## config.mk

```make
export PLATFORM = sky130hd
export DESIGN_NAME = mmio_bus
export DESIGN_NICKNAME = d
export VERILOG_FILES = /design/src/rtl/mmio_bus.sv
export SDC_FILE = /design/constraint.sdc
export NUM_CORES = 1
export LEC_CHECK = 0
export CAP_MARGIN = 15
export CORE_UTILIZATION = 46
export CTS_BUF_LIST = sky130_fd_sc_hd__clkbuf_2
export DETAILED_ROUTE_END_ITERATION = 12
export PLACE_DENSITY = 0.87
export SYNTH_ARGS = -nofsm -noshare
export SYNTH_HDL_FRONTEND = slang
export SYNTH_SLANG_ARGS = --single-unit
export TNS_END_PERCENT = 20
```

## constraint.sdc

```tcl
create_clock -name clk -period 4 [get_ports clk]
set_input_delay 0.6 -clock clk [delete_from_list [all_inputs] [get_ports clk]]
set_output_delay 0.6 -clock clk [all_outputs]
set_load 0.05 [all_outputs]
```

## src/rtl/mmio_bus.sv

```systemverilog
// Memory-mapped I/O bridge: one CPU strobe fans out to one of NSLOT 256-byte
// peripheral slots, waits for ack (or zero-wait), and aborts on timeout or unmapped slot.
module mmio_bus #(
    parameter int               NSLOT    = 4,
    parameter logic [NSLOT-1:0] ZW_MASK  = '1,
    parameter int               TIMEOUT  = 16,
    parameter logic [7:0]       ERR_DATA = 8'hFF
) (
    input  logic                 clk,
    input  logic                 rst_n,
    input  logic                 re,
    input  logic                 we,
    input  logic [14:0]          addr,
    input  logic [7:0]           data_write,
    output logic [7:0]           data_read,
    output logic                 stall,
    output logic [NSLOT-1:0]     psel,
    output logic [NSLOT-1:0]     pre,
    output logic [NSLOT-1:0]     pwe,
    output logic [7:0]           paddr,
    output logic [7:0]           pwdata,
    input  logic [8*NSLOT-1:0]   prdata,
    input  logic [NSLOT-1:0]     pack,
    output logic                 err,
    output logic [14:0]          err_addr,
    input  logic                 err_clr
);

    typedef enum logic {S_IDLE, S_WAIT} state_t;

    state_t             state_reg, state_next;
    logic [14:0]        addr_reg, addr_next;
    logic               wr_reg, wr_next;
    logic [7:0]         pwdata_reg, pwdata_next;
    logic [NSLOT-1:0]   psel_reg, psel_next;
    logic [NSLOT-1:0]   pre_reg, pre_next;
    logic [NSLOT-1:0]   pwe_reg, pwe_next;
    logic [7:0]         cnt_reg, cnt_next;
    logic [7:0]         data_read_reg, data_read_next;
    logic               err_reg, err_next;
    logic [14:0]        err_addr_reg, err_addr_next;

    logic [NSLOT-1:0]   acc_sel;
    logic [7:0]         rdata_mux;
    logic               done;
    logic               abort;

    // One-hot decode of the incoming address; unmapped slots decode to all zeros.
    for (genvar gi = 0; gi < NSLOT; gi++) begin : g_slot
        assign acc_sel[gi] = (addr[14:8] == 7'(gi));
    end

    always_comb begin
        rdata_mux = 8'h00;
        for (int i = 0; i < NSLOT; i++) begin
            if (psel_reg[i]) rdata_mux = rdata_mux | prdata[8*i +: 8];
        end
    end

    // psel_reg is one-hot on a mapped slot and zero when the slot is unmapped.
    assign done  = |(psel_reg & (pack | ZW_MASK));
    assign abort = !done && (!(|psel_reg) || (cnt_reg == 8'(TIMEOUT - 1)));

    always_comb begin
        state_next     = state_reg;
        addr_next      = addr_reg;
        wr_next        = wr_reg;
        pwdata_next    = pwdata_reg;
        psel_next      = psel_reg;
        pre_next       = pre_reg;
        pwe_next       = pwe_reg;
        cnt_next       = cnt_reg;
        data_read_next = data_read_reg;
        err_next       = err_reg;
        err_addr_next  = err_addr_reg;

        if (err_clr) err_next = 1'b0;

        case (state_reg)
            S_IDLE: begin
                if (re || we) begin
                    state_next  = S_WAIT;
                    addr_next   = addr;
                    wr_next     = we;
                    pwdata_next = data_write;
                    psel_next   = acc_sel;
                    pre_next    = we ? '0 : acc_sel;
                    pwe_next    = we ? acc_sel : '0;
                    cnt_next    = 8'h00;
                end
            end
            S_WAIT: begin
                if (done || abort) begin
                    state_next = S_IDLE;
                    psel_next  = '0;
                    pre_next   = '0;
                    pwe_next   = '0;
                    if (!wr_reg) data_read_next = done ? rdata_mux : ERR_DATA;
                    if (abort) begin
                        // A fresh error beats a simultaneous clear and re-captures the address.
                        if (!err_reg || err_clr) err_addr_next = addr_reg;
                        err_next = 1'b1;
                    end
                end else begin
                    cnt_next = cnt_reg + 8'h01;
                end
            end
            default: state_next = S_IDLE;
        endcase
    end

    always_ff @(posedge clk or negedge rst_n) begin
        if (!rst_n) begin
            state_reg     <= S_IDLE;
            addr_reg      <= '0;
            wr_reg        <= 1'b0;
            pwdata_reg    <= '0;
            psel_reg      <= '0;
            pre_reg       <= '0;
            pwe_reg       <= '0;
            cnt_reg       <= '0;
            data_read_reg <= 8'h00;
            err_reg       <= 1'b0;
            err_addr_reg  <= '0;
        end else begin
            state_reg     <= state_next;
            addr_reg      <= addr_next;
            wr_reg        <= wr_next;
            pwdata_reg    <= pwdata_next;
            psel_reg      <= psel_next;
            pre_reg       <= pre_next;
            pwe_reg       <= pwe_next;
            cnt_reg       <= cnt_next;
            data_read_reg <= data_read_next;
            err_reg       <= err_next;
            err_addr_reg  <= err_addr_next;
        end
    end

    assign stall     = (state_reg == S_WAIT);
    assign psel      = psel_reg;
    assign pre       = pre_reg;
    assign pwe       = pwe_reg;
    assign paddr     = addr_reg[7:0];
    assign pwdata    = pwdata_reg;
    assign data_read = data_read_reg;
    assign err       = err_reg;
    assign err_addr  = err_addr_reg;

endmodule

```

==> results of run 1 <==
## final cells by class
type	count	area, um^2
clock buffer	12	60.1
clock inverter	4	15.0
fill	402	1720
inverter	3	11.3
multi-input combinational	111	950
sequential	61	1530
tap	72	90.1
timing repair buffer	115	1140
## how the worst max path moves through the flow
stage	slack, ns	endpoint	depth (start not counted)
floorplan	2.15	err_addr[0]	5
global placement	1.63	pwdata[1]	5
detailed placement	1.57	psel[1]	4
CTS	1.37	psel[0]	1
global route	1.30	psel[1]	1
finish	1.40	psel[1]	1
## worst register-to-register path, delay by kind of cell, from the launching register on
kind	cells	cell delay, ns
and+or+nand+nor	2	1.00
AOI/OAI and AO/OA	1	0.15
DFF	1	0.58
## logic make-up (layout without fill, tap and decap cells)
kind of cell	after synthesis	after routing	synth area share
flip-flops	61	61	0.582
AND/OR/NAND/NOR	35	35	0.0796
multiplexers	38	38	0.177
AO/OA/AOI/OAI	38	38	0.105
buffers and inverters	23	134	0.0563
## stage by stage
stage | utilization | hold WS (ns)
floorplan | - | 0.304
global placement | 0.673 | 0.469
detailed placement | 0.673 | 0.482
CTS | 0.687 | 0.0761
global route | 0.688 | 0.102
finish | 0.688 | 0.104
## report_power, final
part	switching, W	total [W]	internal (W)
clock network	0.000204	0.000286	0.0000824
registers	0.0000647	0.000789	0.000724
logic	0.000466	0.000790	0.000324
total	0.000735	0.00187	0.00113
## cell usage in the layout, fill, tap and decap left out, types with 6 or more instances in the layout
cell type / instances
nor2_1: 10
o21ai_0: 6
mux2_2: 28
dfrtp_1: 61
a31oi_1: 8
clkdlybuf4s50_1: 111
a22oi_1: 16
nand2_1: 11
a32o_1: 6
clkbuf_2: 12
mux2_4: 10
## layer usage
layer	share of wire	global-route usage	up-vias
met5	0	0	-
met4	0.018	0.119	0
met3	0.055	0.0518	13
met2	0.51	0.371	71
met1	0.41	0.275	1009
li1	-	-	916
==> impl_metrics.env, run 1 <==
export IMPL_dp_hpwl_um=4550
export IMPL_drt_iter0_markers=73
export IMPL_gp_congestion=0.809
export IMPL_syn_avg_cell_area_um2=13.5
export IMPL_hold_viol_final=0
export IMPL_syn_area_um2=2620
export IMPL_synth_fp_nets=259
export IMPL_critPathArrivalTime_ns=2.00
export IMPL_fin_ws_ns=1.40
export IMPL_critPathMaxFanout=11
export IMPL_numCtsBuffers=9
export IMPL_tritoncts="yes"
export IMPL_post_cts_buffers=0
export IMPL_fin_crit_sh=0.649
export IMPL_cp_end_kind="output pin"
export IMPL_path_clk_slew_ns=0.17
export IMPL_synth_edff_count=0
export IMPL_status="finished, final reports clean"
export IMPL_cts_max_level=3
export IMPL_yosysWarnings=0
export IMPL_ant_nets=0
export IMPL_ys_flop_type="dfrtp_1"
export IMPL_gr_total_overflow=0
export IMPL_critPathBufInv=1
export IMPL_num_vias=2009
export IMPL_ys_seq_area_frac=0.582
export IMPL_tns_ns=0
export IMPL_fp_coreArea_um2=5510
export IMPL_setup_viol=0
export IMPL_postCtsHoldBufs=0
export IMPL_max_freq_ghz=0.385
export IMPL_cts_sinks=61
export IMPL_fin_nets=365
export IMPL_ioPinCount=117
export IMPL_path_class="reg -> out"
export IMPL_drc=0
export IMPL_areaGrowthSynthToFinish_pct=44.5
export IMPL_place_detailed_instances=361
export IMPL_start_util=0.476
export IMPL_grt_max_degree=39
export IMPL_reg2reg_from="stall"
export IMPL_required_ns=3.40
export IMPL_cp_top_family="buffers and inverters"
export IMPL_drv_cap=0
export IMPL_grt_pass1_vias=2087
export IMPL_worst_pin_slew_ns=0.655
export IMPL_synth_area_leaders="dfrtp_1, mux2_2, mux2_4"
export IMPL_io_buffers=112
export IMPL_wl_per_cell_um=16.7
export IMPL_cts_root_buf="clkbuf_2"
export IMPL_slew_violations=0
export IMPL_finClkSkew_ns=0.0271
export IMPL_drt_vias_per_instance=5.31
export IMPL_antenna_found_initial=0
export IMPL_stdcell_count=378
export IMPL_dieArea_um2=6010
export IMPL_p_per_area_nw_per_um2=492
export IMPL_synth_cells=195
export IMPL_r2r_end="data_read[6]"
export IMPL_min_path_type="in -> async"
export IMPL_cts_resized=0
export IMPL_synth_common_cells="dfrtp_1, mux2_2, a22oi_1"
export IMPL_crit_start="psel[1]"
export IMPL_relSlewSlack=0.562
export IMPL_yosys_area_top_type="dfrtp_1"
export IMPL_num_rows=27
export IMPL_dpl_worst_slack_ns=1.57
export IMPL_grt_pass1_wl_um=10200
export IMPL_irDropWorstVdd_uv=309
export IMPL_fin_area_um2=3790
export IMPL_async_reset_ff_frac=1.00
export IMPL_ys_ff_latch=61
export IMPL_yosysTopAreaCellShare=0.582
export IMPL_totalPowerFinal_w=0.00187
export IMPL_max_stage_delay_ns=0.90
export IMPL_die_width_um=77.5
export IMPL_start_kind="flip-flop"
export IMPL_dpl_instance_area_um2=3710
export IMPL_r2r_slack_ns=2.18
export IMPL_num_antenna_cells=0
export IMPL_chipHeight_um=77.5
export IMPL_reg2regPathDepth=3
export IMPL_total_leakage_power_nw=1.55
export IMPL_gr_usage_all_layers=0.225
export IMPL_drt_wl_total_um=6290
export IMPL_insertion_delay_ns=0.45
export IMPL_ys_types=25
export IMPL_synth_most_common_cell="dfrtp_1"
export IMPL_rsz0062_at_grt="no"
export IMPL_period_needed_ns=2.60
export IMPL_critPathSlowestCell="clkdlybuf4s50_1"
export IMPL_firstDrtPassIters=4
export IMPL_clk_path_buf_depth=2
export IMPL_drive_above_1_share=0.190
export IMPL_crit_chain="clkdlybuf4s50_1"
Note: power is estimated with default switching activity, not from simulation.
==> run 2, diff against run 1 <==
--- a/config.mk
+++ b/config.mk
@@ -6,10 +6,10 @@
 export NUM_CORES = 1
 export LEC_CHECK = 0
 export CAP_MARGIN = 15
-export CORE_UTILIZATION = 46
+export CORE_UTILIZATION = 39
 export CTS_BUF_LIST = sky130_fd_sc_hd__clkbuf_2
 export DETAILED_ROUTE_END_ITERATION = 12
-export PLACE_DENSITY = 0.87
+export PLACE_DENSITY = 0.79
 export SYNTH_ARGS = -nofsm -noshare
 export SYNTH_HDL_FRONTEND = slang
 export SYNTH_SLANG_ARGS = --single-unit
==> constraint.sdc (replaced) <==
create_clock -name clk -period 2.3 [get_ports clk]
set_input_delay 0.345 -clock clk [delete_from_list [all_inputs] [get_ports clk]]
set_output_delay 0.345 -clock clk [all_outputs]
set_load 0.05 [all_outputs]
==> run 2 against run 1 <==
- clock-buffer cell count down 2
- critical endpoint is now psel[2]
- via count shrank 1.5%
- cell count grew 2.4%
- the flow now finishes with violations (DRC)
- cell area is 1.4% higher
- critical path type unchanged
- sequential power up 72%
- non-clock buffer count increased by 4
- register-to-register slack got worse by 1.7 ns
==> impl_metrics.env, run 2 (synthesized netlist as in run 1, its figures left out) <==
export IMPL_status="finished with violations"
export IMPL_violations="DRC"
export IMPL_clk_path_buf_depth=2
export IMPL_gr_usage_all_layers=0.183
export IMPL_insertion_delay_ns=0.46
export IMPL_grt_max_degree=25
export IMPL_drc=17
export IMPL_slew_violations=0
export IMPL_max_freq_ghz=0.488
export IMPL_fp_coreArea_um2=6420
export IMPL_drive_above_1_share=0.203
export IMPL_power_frac_seq=0.418
export IMPL_period_needed_ns=2.05
export IMPL_drv_cap=0
export IMPL_post_cts_buffers=0
export IMPL_critPathBufInv=1
export IMPL_total_leakage_power_nw=1.59
export IMPL_dpl_worst_slack_ns=0.254
export IMPL_p_sw_w=0.00129
export IMPL_fin_ws_ns=0.251
export IMPL_critPathMaxFanout=11
export IMPL_start_util=0.409
export IMPL_ff_latch_area_um2=1530
export IMPL_min_path_type="in -> async"
export IMPL_cp_end_kind="output pin"
export IMPL_p_clk_frac=0.156
export IMPL_ant_nets=0
export IMPL_p_sw_frac=0.395
export IMPL_firstDrtPassIters=8
export IMPL_setup_viol=0
export IMPL_p_per_area_nw_per_um2=848
export IMPL_chipHeight_um=84.0
export IMPL_multi_input_area_um2=950
export IMPL_cts_sinks=61
export IMPL_start_kind="flip-flop"
export IMPL_cts_root_buf="clkbuf_2"
export IMPL_finClkSkew_ns=0.0108
export IMPL_fin_nets=369
export IMPL_path_class="reg -> out"
export IMPL_areaGrowthSynthToFinish_pct=46.4
export IMPL_power_frac_comb=0.426
export IMPL_drt_iter0_markers=71
export IMPL_critPathArrivalTime_ns=1.70
export IMPL_grt_pass1_vias=2114
export IMPL_hold_viol_final=0
export IMPL_max_stage_delay_ns=0.65
export IMPL_gr_total_overflow=0
export IMPL_required_ns=1.96
export IMPL_critPathSlowestCell="dfrtp_1"
export IMPL_antenna_found_initial=0
export IMPL_final_common_cell="clkdlybuf4s50_1"
export IMPL_worst_pin_slew_ns=0.578
export IMPL_fillCellCount=559
export IMPL_gp_congestion=0.747
export IMPL_tritoncts="yes"
export IMPL_path_clk_slew_ns=0.16
export IMPL_ioPinCount=117
export IMPL_cts_max_level=3
export IMPL_numCtsBuffers=9
export IMPL_tns_ns=0
export IMPL_wl_per_cell_um=15.3
export IMPL_layout_common_cells="clkdlybuf4s50_1, dfrtp_1, mux2_2, a22oi_1, nand2_1"
export IMPL_crit_chain="dlygate4sd2_1"
export IMPL_num_rows=29
export IMPL_cp_top_family="flip-flops"
export IMPL_num_vias=1979
export IMPL_drt_wl_total_um=5940
export IMPL_die_width_um=84.0
export IMPL_rsz0062_at_grt="no"
export IMPL_dp_hpwl_um=4340
export IMPL_irDropWorstVdd_uv=565
export IMPL_fin_crit_sh=0.891
export IMPL_drt_vias_per_instance=5.11
export IMPL_num_antenna_cells=0
export IMPL_relSlewSlack=0.609
export IMPL_dieArea_um2=7060
export IMPL_power_internal_w=0.00197
export IMPL_grt_pass1_wl_um=10100
export IMPL_io_buffers=112
-- run 2: final timing paths --
path | from | endpoint | slack (ns) | depth (start not counted)
setup reg to reg | psel[0] | err_addr[0] | 0.52 | 3
setup / recovery | psel[2] | psel[2] | 0.25 | 1
hold reg to reg | pwe[3] | pwe[3] | 0.50 | 2
max in group asynchronous | rst_n | data_read[5] | 1.30 | 3
min in group clk | data_write[6] | pwdata[6] | 0.49 | 2
hold / removal | rst_n | err_addr[3] | 0.35 | 2
-- run 2: layer usage --
metal | global-route usage | vias up | share of wire
li1 | - | 916 | -
met3 | 0.0712 | 7 | 0.078
met2 | 0.309 | 77 | 0.49
met1 | 0.223 | 979 | 0.42
met4 | 0.0376 | 0 | 0.0091
met5 | 0 | - | 0
-- run 2: timing repair --
action | 4_1_cts | 5_1_grt
gates resized for setup | 4 | 0
endpoints found under the hold margin | 19 | 0
hold buffers | 1 | 0
setup endpoints to repair | 4 | 0
-- run 2: layout make-up --
type | instances | share of cell area
repair buffers | 119 | 0.307
inverters | 3 | 0.00293
clock inverters | 6 | 0.00782
multi-input cells | 111 | 0.247
flip-flops and latches | 61 | 0.397
well taps | 77 | 0.0251
clock buffers | 10 | 0.0130
-- run 2: stage by stage --
stage	hold WS [ns]	cell area, um^2	total power [W]	utilization	cells
4_1_cts	0.324	3840	0.00330	0.598	387
6_report	0.345	3840	0.00326	0.598	387
5_1_grt	0.320	3840	0.00341	0.598	387
2_1_floorplan	0.0494	2620	0.00229	-	195
3_5_place_dp	0.325	3760	0.00278	0.585	370
3_3_place_gp	0.322	3760	0.00276	0.585	370
-- run 2: power by group through the flow --
stage,clock (W),sequential [W],combinational (W)
floorplan,0,0.00186,0.000431
global placement,0,0.00138,0.00138
detailed placement,0,0.00139,0.00140
CTS,0.000533,0.00137,0.00140
global route,0.000581,0.00139,0.00145
finish,0.000509,0.00136,0.00139
==> run 3, diff against run 2 <==
--- a/config.mk
+++ b/config.mk
@@ -10,6 +10,7 @@
 export CTS_BUF_LIST = sky130_fd_sc_hd__clkbuf_2
 export DETAILED_ROUTE_END_ITERATION = 12
 export PLACE_DENSITY = 0.79
+export REMOVE_ABC_BUFFERS = 1
 export SYNTH_ARGS = -nofsm -noshare
 export SYNTH_HDL_FRONTEND = slang
 export SYNTH_SLANG_ARGS = --single-unit
==> run 3 against run 2 <==
- the flow still finishes with violations (DRC)
- power rose by 3.3%
- clock skew rose by 0.021 ns
- critical endpoint is now stall
- flip-flop and latch count did not move
- critical path depth did not move
- first-iteration DRC count rose by 62%
- largest power group unchanged
- cell area rose by 0.39%
- sequential share of layout area fell by 0.15 points
- wire length rose by 2.9%
- clock power rose by 20%
- critical path type unchanged
- register-to-register slack got worse by 0.05 ns
==> impl_metrics.env, run 3 (synthesized netlist as in run 1, its figures left out) <==
export IMPL_status="finished with violations"
export IMPL_violations="DRC"
export IMPL_fin_crit_sh=0.909
export IMPL_max_freq_ghz=0.478
export IMPL_dpl_instance_area_um2=3750
export IMPL_total_leakage_power_nw=1.60
export IMPL_path_clk_slew_ns=0.18
export IMPL_num_vias=1980
export IMPL_drc=14
export IMPL_drive_above_1_share=0.203
export IMPL_dieArea_um2=7060
export IMPL_firstDrtPassIters=8
export IMPL_drv_cap=0
export IMPL_wl_per_cell_um=15.8
export IMPL_critPathBufInv=1
export IMPL_ant_nets=0
export IMPL_critPathMaxFanout=3
export IMPL_setup_viol=0
export IMPL_clk_path_buf_depth=2
export IMPL_p_per_area_nw_per_um2=872
export IMPL_insertion_delay_ns=0.48
export IMPL_cts_max_level=3
export IMPL_start_kind="flip-flop"
export IMPL_layout_common_cells="clkdlybuf4s50_1, dfrtp_1, mux2_2, a22oi_1, nand2_1"
export IMPL_required_ns=1.96
export IMPL_cts_sinks=61
export IMPL_tns_ns=0
export IMPL_post_cts_buffers=0
export IMPL_gr_usage_all_layers=0.188
export IMPL_drt_wl_total_um=6110
export IMPL_fin_nets=370
export IMPL_gr_total_overflow=0
export IMPL_hold_viol_final=0
export IMPL_start_util=0.409
export IMPL_grt_pass1_wl_um=10300
export IMPL_period_needed_ns=2.09
export IMPL_path_class="reg -> out"
export IMPL_chipHeight_um=84.0
export IMPL_drt_iter0_markers=115
export IMPL_num_rows=29
export IMPL_critPathArrivalTime_ns=1.75
export IMPL_worst_pin_slew_ns=0.765
export IMPL_max_stage_delay_ns=0.84
export IMPL_rsz0062_at_grt="no"
export IMPL_tritoncts="yes"
export IMPL_antenna_found_initial=0
export IMPL_fin_area_um2=3860
export IMPL_crit_cells=1
export IMPL_dp_hpwl_um=4320
export IMPL_cp_top_family="buffers and inverters"
export IMPL_cp_end_kind="output pin"
export IMPL_irDropWorstVdd_uv=516
export IMPL_areaGrowthSynthToFinish_pct=47.0
export IMPL_drt_vias_per_instance=5.12
export IMPL_gp_congestion=0.799
export IMPL_grt_max_degree=62
export IMPL_ioPinCount=117
export IMPL_final_common_cell="clkdlybuf4s50_1"
export IMPL_critPathSlowestCell="clkdlybuf4s50_1"
export IMPL_totalPowerFinal_w=0.00336
export IMPL_hold_depth=2
export IMPL_num_antenna_cells=0
export IMPL_io_buffers=112
export IMPL_relSlewSlack=0.490
export IMPL_numCtsBuffers=9
export IMPL_finClkSkew_ns=0.0323
export IMPL_slew_violations=0
export IMPL_die_width_um=84.0
export IMPL_reg2regPathDepth=3
export IMPL_fp_coreArea_um2=6420
export IMPL_crit_chain="clkdlybuf4s50_1"
export IMPL_grt_pass1_vias=2136
export IMPL_min_path_type="in -> reg"
export IMPL_cts_root_buf="clkbuf_2"
## run 3: cell types whose count changed in the layout (fill, tap and decap cells not counted)
cell,delta
buf_12,-1
clkinv_2,-1
buf_4,+2
bufinv_16,+1
clkbuf_2,-1
## run 3: path summary, 6_finish.rpt
| check | from | to | slack, ns |
|---|---|---|---|
| hold reg to reg | pre[1] | pre[1] | 0.51 |
| hold / removal | data_write[1] | pwdata[1] | 0.46 |
| min in group asynchronous | rst_n | addr_reg[5] | 0.55 |
| max in group asynchronous | rst_n | addr_reg[14] | 1.25 |
| setup reg to reg | psel[0] | err_addr[14] | 0.47 |
| setup / recovery | stall | stall | 0.21 |
## run 3: stage by stage
step	setup slack (ns)	hold slack [ns]	util	cells
after floorplan	0.288	0.0494	-	175
after global placement	0.344	0.471	0.584	371
after detailed placement	0.338	0.475	0.584	371
after CTS	0.156	0.411	0.601	387
after global routing	0.0962	0.412	0.601	387
final	0.209	0.461	0.601	387
## run 3: worst reg2reg max path, stage by stage (launching register included)
cell and delay, ns:
dfrtp_1 0.59, nor4_4 0.43, nand3_4 0.30, mux2_4 0.39
## run 3: timing repair
item | 4_1_cts | 5_1_grt
setup endpoints to repair | 4 | 0
gates resized for setup | 4 | 0
hold endpoints to repair | 10 | 0
hold buffers | 1 | 0
## run 3: report_power, final
part	internal, W	switching, W	leakage (nW)
Combinational	0.000573	0.000812	0.821
Clock	0.000235	0.000379	0.0626
Sequential	0.00126	0.000106	0.716
Total	0.00207	0.00130	1.60
## run 3: final cells by class
class / count / area, um^2
inverter: 3 / 11.3
tap: 77 / 96.3
clock buffer: 9 / 45.0
clock inverter: 6 / 55.1
multi-input combinational: 111 / 950
fill: 527 / 2560
sequential: 61 / 1530
timing repair buffer: 120 / 1170
## run 3: per-layer routing
metal	share of wire	global-route usage	up-vias
li1	-	-	919
met1	0.43	0.228	970
met2	0.48	0.300	78
met3	0.072	0.0613	13
met4	0.020	0.0987	0
met5	0	0	-
